`config.mk`:
```
export PLATFORM = sky130hd
export DESIGN_NAME = uart_tx_arbiter
export DESIGN_NICKNAME = d
export VERILOG_FILES = /design/src/rtl/uart_pkg.sv /design/src/rtl/uart_tx_core.sv /design/src/rtl/uart_tx_arbiter.sv
export SDC_FILE = /design/constraint.sdc
export NUM_CORES = 1
export LEC_CHECK = 0
export ABC_AREA = 1
export ABC_CLOCK_PERIOD_IN_PS = 2460
export CAP_MARGIN = 20
export CORE_ASPECT_RATIO = 1.25
export CORE_UTILIZATION = 25
export DETAILED_ROUTE_END_ITERATION = 10
export DONT_BUFFER_PORTS = 1
export PLACE_DENSITY = 0.35
export SYNTH_ARGS = -nofsm -noshare
export SYNTH_HDL_FRONTEND = slang
export SYNTH_SLANG_ARGS = --single-unit
```
`constraint.sdc`:
```
create_clock -name clk -period 2.46 [get_ports clk]
set_clock_uncertainty 0.05 [all_clocks]
set_input_delay 0.738 -clock clk [delete_from_list [all_inputs] [get_ports clk]]
set_output_delay 0.738 -clock clk [all_outputs]
set_load 0.02 [all_outputs]
```
`src/rtl/uart_pkg.sv`:
```
// Shared types and constants for the arbitrated UART transmitter.
package uart_pkg;

    localparam int DEFAULT_DELAY_FRAMES = 234;
    localparam int TX_CNT_MIN_W         = 13;

    typedef enum logic [1:0] {
        TX_IDLE,
        TX_START,
        TX_DATA,
        TX_STOP
    } tx_state_e;

    typedef enum logic {
        ARB_IDLE,
        ARB_OWN
    } arb_state_e;

endpackage

```
`src/rtl/uart_tx_core.sv`:
```
// 8N1 serializer: latches a byte on start while idle, then sends start, 8 data bits LSB first, stop.
module uart_tx_core
    import uart_pkg::*;
#(
    parameter int DELAY_FRAMES = DEFAULT_DELAY_FRAMES
) (
    input  logic       clk,
    input  logic       rst_n,
    input  logic       start,
    input  logic [7:0] data,
    output logic       ready,
    output logic       uart_tx
);
    localparam int CNT_W = ($clog2(DELAY_FRAMES) > TX_CNT_MIN_W) ? $clog2(DELAY_FRAMES) : TX_CNT_MIN_W;

    tx_state_e        r_state, w_state_next;
    logic [CNT_W-1:0] r_cnt, w_cnt_next;
    logic [2:0]       r_bit, w_bit_next;
    logic [7:0]       r_data, w_data_next;
    logic             w_bit_done;

    assign w_bit_done = (r_cnt == CNT_W'(DELAY_FRAMES - 1));
    assign ready      = (r_state == TX_IDLE);

    always_ff @(posedge clk or negedge rst_n) begin
        if (!rst_n) begin
            r_state <= TX_IDLE;
            r_cnt   <= '0;
            r_bit   <= '0;
            r_data  <= '0;
        end else begin
            r_state <= w_state_next;
            r_cnt   <= w_cnt_next;
            r_bit   <= w_bit_next;
            r_data  <= w_data_next;
        end
    end

    // NOTE: every next-state value gets a default first so no path can infer a latch.
    always_comb begin
        w_state_next = r_state;
        w_cnt_next   = w_bit_done ? '0 : r_cnt + CNT_W'(1);
        w_bit_next   = r_bit;
        w_data_next  = r_data;
        case (r_state)
            TX_IDLE: begin
                w_cnt_next = '0;
                w_bit_next = '0;
                if (start) begin
                    w_data_next  = data;
                    w_state_next = TX_START;
                end
            end
            TX_START: if (w_bit_done) w_state_next = TX_DATA;
            TX_DATA: begin
                if (w_bit_done) begin
                    w_bit_next = r_bit + 3'd1;
                    if (r_bit == 3'd7) w_state_next = TX_STOP;
                end
            end
            TX_STOP: if (w_bit_done) w_state_next = TX_IDLE;
            default: w_state_next = TX_IDLE;
        endcase
    end

    always_comb begin
        uart_tx = 1'b1;
        case (r_state)
            TX_START: uart_tx = 1'b0;
            TX_DATA:  uart_tx = r_data[r_bit];
            default:  uart_tx = 1'b1;
        endcase
    end

endmodule

```
`src/rtl/uart_tx_arbiter.sv`:
```
// Round-robin packet arbiter with idle-lock timeout feeding a single UART serializer.
module uart_tx_arbiter
    import uart_pkg::*;
#(
    parameter int DELAY_FRAMES = DEFAULT_DELAY_FRAMES,
    parameter int NUM_REQ      = 4,
    parameter int LOCK_TIMEOUT = 16 * DELAY_FRAMES
) (
    input  logic                 clk,
    input  logic                 rst_n,
    input  logic [NUM_REQ-1:0]   req_valid,
    input  logic [NUM_REQ*8-1:0] req_data,
    input  logic [NUM_REQ-1:0]   req_last,
    output logic [NUM_REQ-1:0]   req_ready,
    output logic [NUM_REQ-1:0]   grant,
    output logic                 busy,
    output logic                 uart_tx
);
    localparam int IDX_W  = $clog2(NUM_REQ);
    localparam int LOCK_W = $clog2(LOCK_TIMEOUT + 1);

    arb_state_e        r_arb_state, w_arb_next;
    logic [NUM_REQ-1:0] r_grant, w_grant_next;
    logic [IDX_W-1:0]  r_owner, w_owner_next;
    logic [IDX_W-1:0]  r_last_owner, w_last_owner_next;
    logic [LOCK_W-1:0] r_lock_cnt, w_lock_next;
    logic              w_tx_ready, w_owner_valid, w_owner_last, w_accept, w_pick_found;
    logic [IDX_W-1:0]  w_pick_idx, w_cand;
    logic [IDX_W:0]    w_sum;
    logic [7:0]        w_tx_data;

    assign w_owner_valid = |(req_valid & r_grant);
    assign w_owner_last  = |(req_last & r_grant);
    assign req_ready     = r_grant & {NUM_REQ{w_tx_ready}};
    assign w_accept      = |(req_valid & req_ready);
    assign grant         = r_grant;
    assign busy          = !w_tx_ready;

    // Search starts one past the previous owner so every requester gets a turn.
    always_comb begin
        w_pick_found = 1'b0;
        w_pick_idx   = '0;
        w_sum        = '0;
        w_cand       = '0;
        for (int k = 1; k <= NUM_REQ; k++) begin
            w_sum = {1'b0, r_last_owner} + (IDX_W + 1)'(k);
            if (w_sum >= (IDX_W + 1)'(NUM_REQ)) w_sum = w_sum - (IDX_W + 1)'(NUM_REQ);
            w_cand = w_sum[IDX_W-1:0];
            if (!w_pick_found && req_valid[w_cand]) begin
                w_pick_found = 1'b1;
                w_pick_idx   = w_cand;
            end
        end
    end

    always_comb begin
        w_tx_data = '0;
        for (int i = 0; i < NUM_REQ; i++) begin
            if (r_grant[i]) w_tx_data = req_data[i*8 +: 8];
        end
    end

    always_comb begin
        w_arb_next        = r_arb_state;
        w_grant_next      = r_grant;
        w_owner_next      = r_owner;
        w_last_owner_next = r_last_owner;
        w_lock_next       = '0;
        case (r_arb_state)
            ARB_IDLE: begin
                if (w_pick_found) begin
                    w_arb_next   = ARB_OWN;
                    w_grant_next = NUM_REQ'(1) << w_pick_idx;
                    w_owner_next = w_pick_idx;
                end
            end
            ARB_OWN: begin
                if (w_accept) begin
                    if (w_owner_last) begin
                        w_arb_next        = ARB_IDLE;
                        w_grant_next      = '0;
                        w_last_owner_next = r_owner;
                    end
                end else if (w_tx_ready && !w_owner_valid) begin
                    if (r_lock_cnt == LOCK_W'(LOCK_TIMEOUT - 1)) begin
                        w_arb_next        = ARB_IDLE;
                        w_grant_next      = '0;
                        w_last_owner_next = r_owner;
                    end else begin
                        w_lock_next = r_lock_cnt + LOCK_W'(1);
                    end
                end else begin
                    w_lock_next = r_lock_cnt;
                end
            end
            default: w_arb_next = ARB_IDLE;
        endcase
    end

    // NOTE: sequential state uses nonblocking assignments so all registers update together.
    always_ff @(posedge clk or negedge rst_n) begin
        if (!rst_n) begin
            r_arb_state  <= ARB_IDLE;
            r_grant      <= '0;
            r_owner      <= '0;
            r_last_owner <= IDX_W'(NUM_REQ - 1);
            r_lock_cnt   <= '0;
        end else begin
            r_arb_state  <= w_arb_next;
            r_grant      <= w_grant_next;
            r_owner      <= w_owner_next;
            r_last_owner <= w_last_owner_next;
            r_lock_cnt   <= w_lock_next;
        end
    end

    uart_tx_core #(
        .DELAY_FRAMES(DELAY_FRAMES)
    ) u_tx_core (
        .clk    (clk),
        .rst_n  (rst_n),
        .start  (w_accept),
        .data   (w_tx_data),
        .ready  (w_tx_ready),
        .uart_tx(uart_tx)
    );

endmodule

```
==> results of run 1 <==
-- timing repair --
action,4_1_cts,5_1_grt
endpoints found under the setup margin,1,1
buffers inserted,0,1
resized for setup,1,2
pin swaps,0,0
-- power by group through the flow --
stage | sequential [W] | clock (W) | combinational (W)
2_1_floorplan | 0.000834 | 0 | 0.000151
3_3_place_gp | 0.000846 | 0 | 0.000184
3_5_place_dp | 0.000846 | 0 | 0.000186
4_1_cts | 0.000831 | 0.000774 | 0.000186
5_1_grt | 0.000835 | 0.000796 | 0.000207
6_report | 0.000832 | 0.000734 | 0.000181
-- layout by cell type, fill, tap and decap left out, types with 7 or more instances in the layout --
master / n
a21oi_1: 27
ha_1: 10
nor2_1: 36
o21ai_0: 23
nor3_1: 10
inv_1: 39
a22oi_1: 8
nand3_1: 25
nand2_2: 9
nand4_1: 8
nand2_1: 103
dfrtp_1: 44
buf_4: 7
o21ai_1: 7
-- per-layer routing --
| metal | vias up | part of all wire |
|---|---|---|
| met5 | - | 0 |
| met1 | 1269 | 0.46 |
| met2 | 23 | 0.50 |
| met4 | 0 | 0.012 |
| li1 | 1372 | - |
| met3 | 5 | 0.030 |
-- through the flow --
stage               hold WS [ns]  std cells  total power [W]  cell area [sq um]
floorplan                  0.392        413         0.000985               3130
global placement           0.394        574          0.00103               3330
detailed placement         0.394        574          0.00103               3330
CTS                       0.0758        582          0.00179               3490
global route              0.0685        583          0.00184               3490
finish                    0.0878        583          0.00175               3490
-- cells by family after synthesis --
| family | after synthesis | share of synthesized area |
|---|---|---|
| compound gates | 82 | 0.164 |
| fa+ha+maj | 10 | 0.0399 |
| buf+inv | 55 | 0.0731 |
| xor+xnor | 6 | 0.0168 |
| flops | 47 | 0.376 |
| simple gates | 211 | 0.324 |
| mux | 2 | 0.00639 |
-- state kept, by name, summed over array words and instances (netlist names) --
name	cells
grant	4
r_arb_state	1
r_last_owner	2
r_lock_cnt	12
r_owner	2
u_tx_core.r_bit	3
u_tx_core.r_cnt	13
u_tx_core.r_data	8
u_tx_core.r_state	2
-- worst max path at each step --
stage	startpoint	end	slack [ns]	cells past startpoint
detailed placement	u_tx_core.r_bit[0]	uart_tx	0.26	5
CTS	u_tx_core.r_bit[0]	uart_tx	0.02	5
global placement	u_tx_core.r_bit[0]	uart_tx	0.32	5
floorplan	u_tx_core.r_bit[0]	uart_tx	0.44	5
finish	u_tx_core.r_state[0]	uart_tx	0.14	5
global route	u_tx_core.r_state[0]	uart_tx	0.008	5
-- layout make-up --
class                   count  area, sq um  share of cell area
clock buffers               8          156              0.0448
inverters                  46          173              0.0494
multi-input cells         311         1730               0.494
flip-flops and latches     47         1180               0.338
well taps                 164          205              0.0587
repair buffers              7         52.6              0.0150
==> impl_metrics.csv, run 1 <==
group,metric,value,unit
routing,wl_per_cell,13.6,um
yosys,ys_ff_latch,47,
routing,drt-initial-drc-count,135,
critical_path,worstSetupPathType,"register to output port",
routing,dr_total_vias,2669,
global_route,use_met2,0.218,
critical_path,r2r-start,"r_last_owner[0]",
sta,finalCriticalPeriod,2.32,ns
sta,tightestPinTransition,0.604,ns
sta,tns,0,ns
cells_and_area,final_util,0.287,
critical_path,cp_slowest_cell,"dfrtp_1",
yosys,synth-edff-count,0,
sta,hold_viol,0,
critical_path,r2r-end,"grant[0]",
die,die_height,127,um
yosys,synthesis.nets,465,
global_route,grt_util_met1,0.167,
critical_path,r2r_setup_slack,0.46,ns
global_route,grt_busiest_layer,"met2",
yosys,synthFlopType,"dfrtp_1",
sta,worst_slack,0.140,ns
yosys,yosysSeqAreaShare,0.376,
sta,fin_crit_sh,0.943,
routing,antenna_left,0,
cells_and_area,antenna_cells,0,
die,start_util,0.258,
clock_tree,htreeDepth,2,
routing,drc,0,
cells_and_area,fillers,1372,
critical_path,cp.required,1.67,ns
critical_path,crit_arrival,1.53,ns
sta,fmax,431,MHz
die,ios,52,
yosys,synth_top_area_cell,"dfrtp_1",
yosys,synth-async-reset-ratio,1.00,
sta,rsz0062_at_grt,"no",
yosys,syn_area_per_cell,7.59,sq um
clock_tree,hold_buffers,0,
clock_tree,clkTransAtPathRegs,0.07,ns
clock_tree,cts.sinks,47,
clock_tree,cts_made_buffers,5,
cells_and_area,areaGrowthSynthToFinish,11.5,%
critical_path,start_kind,"register",
global_route,grt_pass1_wl,13.0,mm
cells_and_area,nets,470,
yosys,synthTopCellsByArea,"dfrtp_1, nand2_1, inv_1",
die,rows,45,
placement,hpwl,6.09,mm
sta,slew_headroom,0.597,
yosys,synth_top_cells_by_count,"nand2_1, dfrtp_1, inv_1",
pwr,p_comb_frac,0.103,
yosys,netlist_instances,413,
die,core-area,12200,sq um
sta,setup_viol,0,
pwr,ir_drop,0.264,mV
pwr,p_int,0.00129,W
critical_path,ff2ff_path_depth,11,
placement,pre_cts_ws,0.264,ns
global_route,grt_pass1_vias,2567,
hold_path,min_path_type,"input port to asynchronous set/reset pin",
critical_path,crit_chain,"inv_1 > ha_1 > o211ai_1 > o21ai_1 > buf_4",
pwr,netSwitchingPower,0.000453,W
critical_path,path_max_fanout,6,
global_route,track_usage,0.131,
sta,timing.final.max_slew_violations,0,
die,die_x,102,um
cells_and_area,drive_gt1_frac,0.136,
yosys,yosysUniqueCellTypes,42,
run_status,status,"finished, final reports clean",
global_route,grtUsageMet3,0.0279,
yosys,yosysMostFrequentCell,"nand2_1",
yosys,yosys_warnings,0,
die,die_area,13000,sq um
flow_run,cap_violations,0,
routing,avgViaCountPerCell,4.58,
yosys,synth_top_cell_area_share,0.359,
pwr,p_leak,1.60,nW
pwr,power.share.clock,0.420,
pwr,p_sw_frac,0.260,
pwr,power_density,500,nW/um^2
clock_tree,worst_skew_pair.late_latency,0.29,ns
critical_path,max_stage_delay,0.41,ns
routing,drtPass1Iterations,4,
routing,wirelength,7.92,mm
global_route,grt_overflow_total,0,
global_route,grt_max_degree,48,
global_route,antenna_found_initial,0,
clock_tree,cts_tree,"done",
clock_tree,root_buffer,"clkbuf_16",
clock_tree,cts_buffer_depth,2,
yosys,syn_area,3130,sq um
placement,io_buffers,0,
critical_path,cp-end-kind,"output port",
critical_path,worst-path-buf-inv,2,
pwr,p_seq_frac,0.476,
critical_path,worst_path_dominant_cell_family,"flip-flops",
placement,gp_congestion,0.710,
Note: power is estimated with default switching activity, not from simulation.
==> run 2: changes to the inputs <==
HOLD_SLACK_MARGIN = 0.06   (was not set)
==> results of run 2 <==
The final DEF is identical to that of run 1; final timing and power are the same.
==> run 3: changes to the inputs <==
SETUP_SLACK_MARGIN = 0.5   (was not set)
==> impl_metrics.csv, run 3 (synthesis results as in run 1) <==
group,metric,value,unit
pwr,power_density,493,nW/um^2
cells_and_area,drive_gt1_frac,0.207,
die,die_x,102,um
hold_path,min_path_type,"input port to asynchronous set/reset pin",
sta,hold_viol,0,
clock_tree,cts.sinks,47,
routing,wl_per_cell,13.8,um
cells_and_area,largest_reg_flops,13,
clock_tree,cts_made_buffers,5,
critical_path,start_kind,"register",
cells_and_area,fin_area,3710,sq um
die,rows,45,
cells_and_area,nets,481,
sta,tns,0,ns
placement,pre_cts_ws,0.454,ns
clock_tree,clkTransAtPathRegs,0.07,ns
clock_tree,htreeDepth,2,
die,die_area,13000,sq um
die,ios,52,
critical_path,cp.required,1.67,ns
routing,drt-initial-drc-count,131,
global_route,grt_pass1_wl,13.6,mm
pwr,p_comb_frac,0.106,
pwr,p_int,0.00137,W
sta,slew_headroom,0.749,
sta,setup_viol,0,
clock_tree,root_buffer,"clkbuf_16",
sta,rsz0062_at_grt,"yes",
sta,tightestPinTransition,0.376,ns
routing,wl_met2,4.22,mm
cells_and_area,fillers,1352,
routing,drc,0,
sta,fin_crit_sh,0.871,
cells_and_area,areaGrowthSynthToFinish,18.4,%
routing,avgViaCountPerCell,4.62,
critical_path,max_stage_delay,0.44,ns
cells_and_area,final_common_cell,"nand2_1",
routing,antenna_left,0,
global_route,antenna_found_initial,0,
critical_path,crit_chain,"mux2i_1 > o21ai_1 > o211ai_1 > o21ai_2",
routing,met3WireLength,256,um
routing,wirelength,8.19,mm
pwr,power.share.clock,0.438,
placement,io_buffers,0,
routing,drtPass1Iterations,4,
cells_and_area,antenna_cells,0,
pwr,ir_drop,0.366,mV
die,start_util,0.258,
placement,hpwl,6.24,mm
critical_path,cp_slowest_cell,"dfrtp_2",
routing,drt-met1-wl,3.57,mm
global_route,grt_pass1_vias,2652,
pwr,p_sw_frac,0.253,
die,core-area,12200,sq um
placement,place_area,3330,sq um
sta,worst_slack,0.317,ns
clock_tree,worst_skew_pair.late_latency,0.28,ns
global_route,grt_max_degree,48,
global_route,grt_overflow_total,0,
placement,gp_congestion,0.760,
routing,top_layer_used,"met4",
critical_path,worstSetupPathType,"register to output port",
pwr,p_seq_frac,0.456,
die,die_height,127,um
run_status,status,"finished, final reports clean",
sta,finalCriticalPeriod,2.14,ns
pwr,netSwitchingPower,0.000462,W
cells_and_area,top_register,"u_tx_core.r_cnt",
routing,dr_total_vias,2746,
clock_tree,cts_tree,"done",
sta,fmax,467,MHz
critical_path,cp-end-kind,"output port",
clock_tree,cts_buffer_depth,2,
flow_run,cap_violations,0,
critical_path,crit_arrival,1.35,ns
critical_path,path_max_fanout,8,
global_route,track_usage,0.135,
sta,timing.final.max_slew_violations,0,
cells_and_area,reg_top3,"u_tx_core.r_cnt: 13 flops, r_lock_cnt: 12 flops, u_tx_core.r_data: 8 flops",
cells_and_area,final_cell_mix,"nand2_1, dfrtp_1, nor2_1",
pwr,p_leak,1.73,nW
-- run 3: changes by cell type in the layout (fill, tap and decap cells not counted), sizes merged --
cell / delta
clkbuf: -2
buf: +11
bufinv: +1
clkinv: +1
-- run 3: area by class of cell --
class,count,area (sq um),area share
multi-input combinational,311,1810,0.488
timing repair buffer,18,150,0.0405
sequential,47,1180,0.319
clock buffer,6,139,0.0374
tap,164,205,0.0553
clock inverter,2,35.0,0.00944
inverter,46,188,0.0506
-- run 3: path summary, 6_finish.rpt --
| kind | from | to | slack, ns | depth (start not counted) |
|---|---|---|---|---|
| max in group asynchronous | rst_n | r_last_owner[0] | 2.08 | 0 |
| max | u_tx_core.r_bit[0] | uart_tx | 0.32 | 4 |
| min reg2reg | u_tx_core.r_cnt[0] | u_tx_core.r_cnt[0] | 0.44 | 1 |
| min | rst_n | u_tx_core.r_bit[0] | 0.09 | 0 |
| max reg2reg | u_tx_core.r_state[0] | r_lock_cnt[11] | 0.62 | 11 |
| min in group clk | u_tx_core.r_cnt[0] | u_tx_core.r_cnt[0] | 0.44 | 1 |
-- run 3: repair_timing --
action	4_1_cts	5_1_grt
resized for setup	24	18
pin swaps	2	7
endpoints found under the setup margin	7	28
hold buffers	0	0
buffers inserted	7	5
-- run 3: per-stage QoR --
step                total power (W)  std cells  hold slack (ns)   util
floorplan                  0.000985        413            0.392      -
global placement            0.00104        574            0.395  0.274
detailed placement          0.00104        574            0.395  0.274
CTS                         0.00186        589           0.0824  0.297
global route                0.00192        594           0.0747  0.305
finish                      0.00183        594           0.0923  0.305
-- run 3: worst max-delay path: cells and delay by family, from the launching register on --
family / cells / cell delay, ns
AOI/OAI and AO/OA: 3 / 0.43
DFF: 1 / 0.44
muxes: 1 / 0.20
-- run 3: power by group through the flow --
stage | Sequential (W) | Clock [W] | Combinational, W
final | 0.000835 | 0.000801 | 0.000194
after global routing | 0.000838 | 0.000865 | 0.000221
after CTS | 0.000832 | 0.000835 | 0.000194
after floorplan | 0.000834 | 0 | 0.000151
after detailed placement | 0.000845 | 0 | 0.000191
after global placement | 0.000846 | 0 | 0.000192
-- run 3: per-layer routing --
layer,vias up,global-route usage
met5,-,0
met3,9,0.0252
met2,38,0.226
met1,1302,0.173
li1,1397,-
met4,0,0.0420
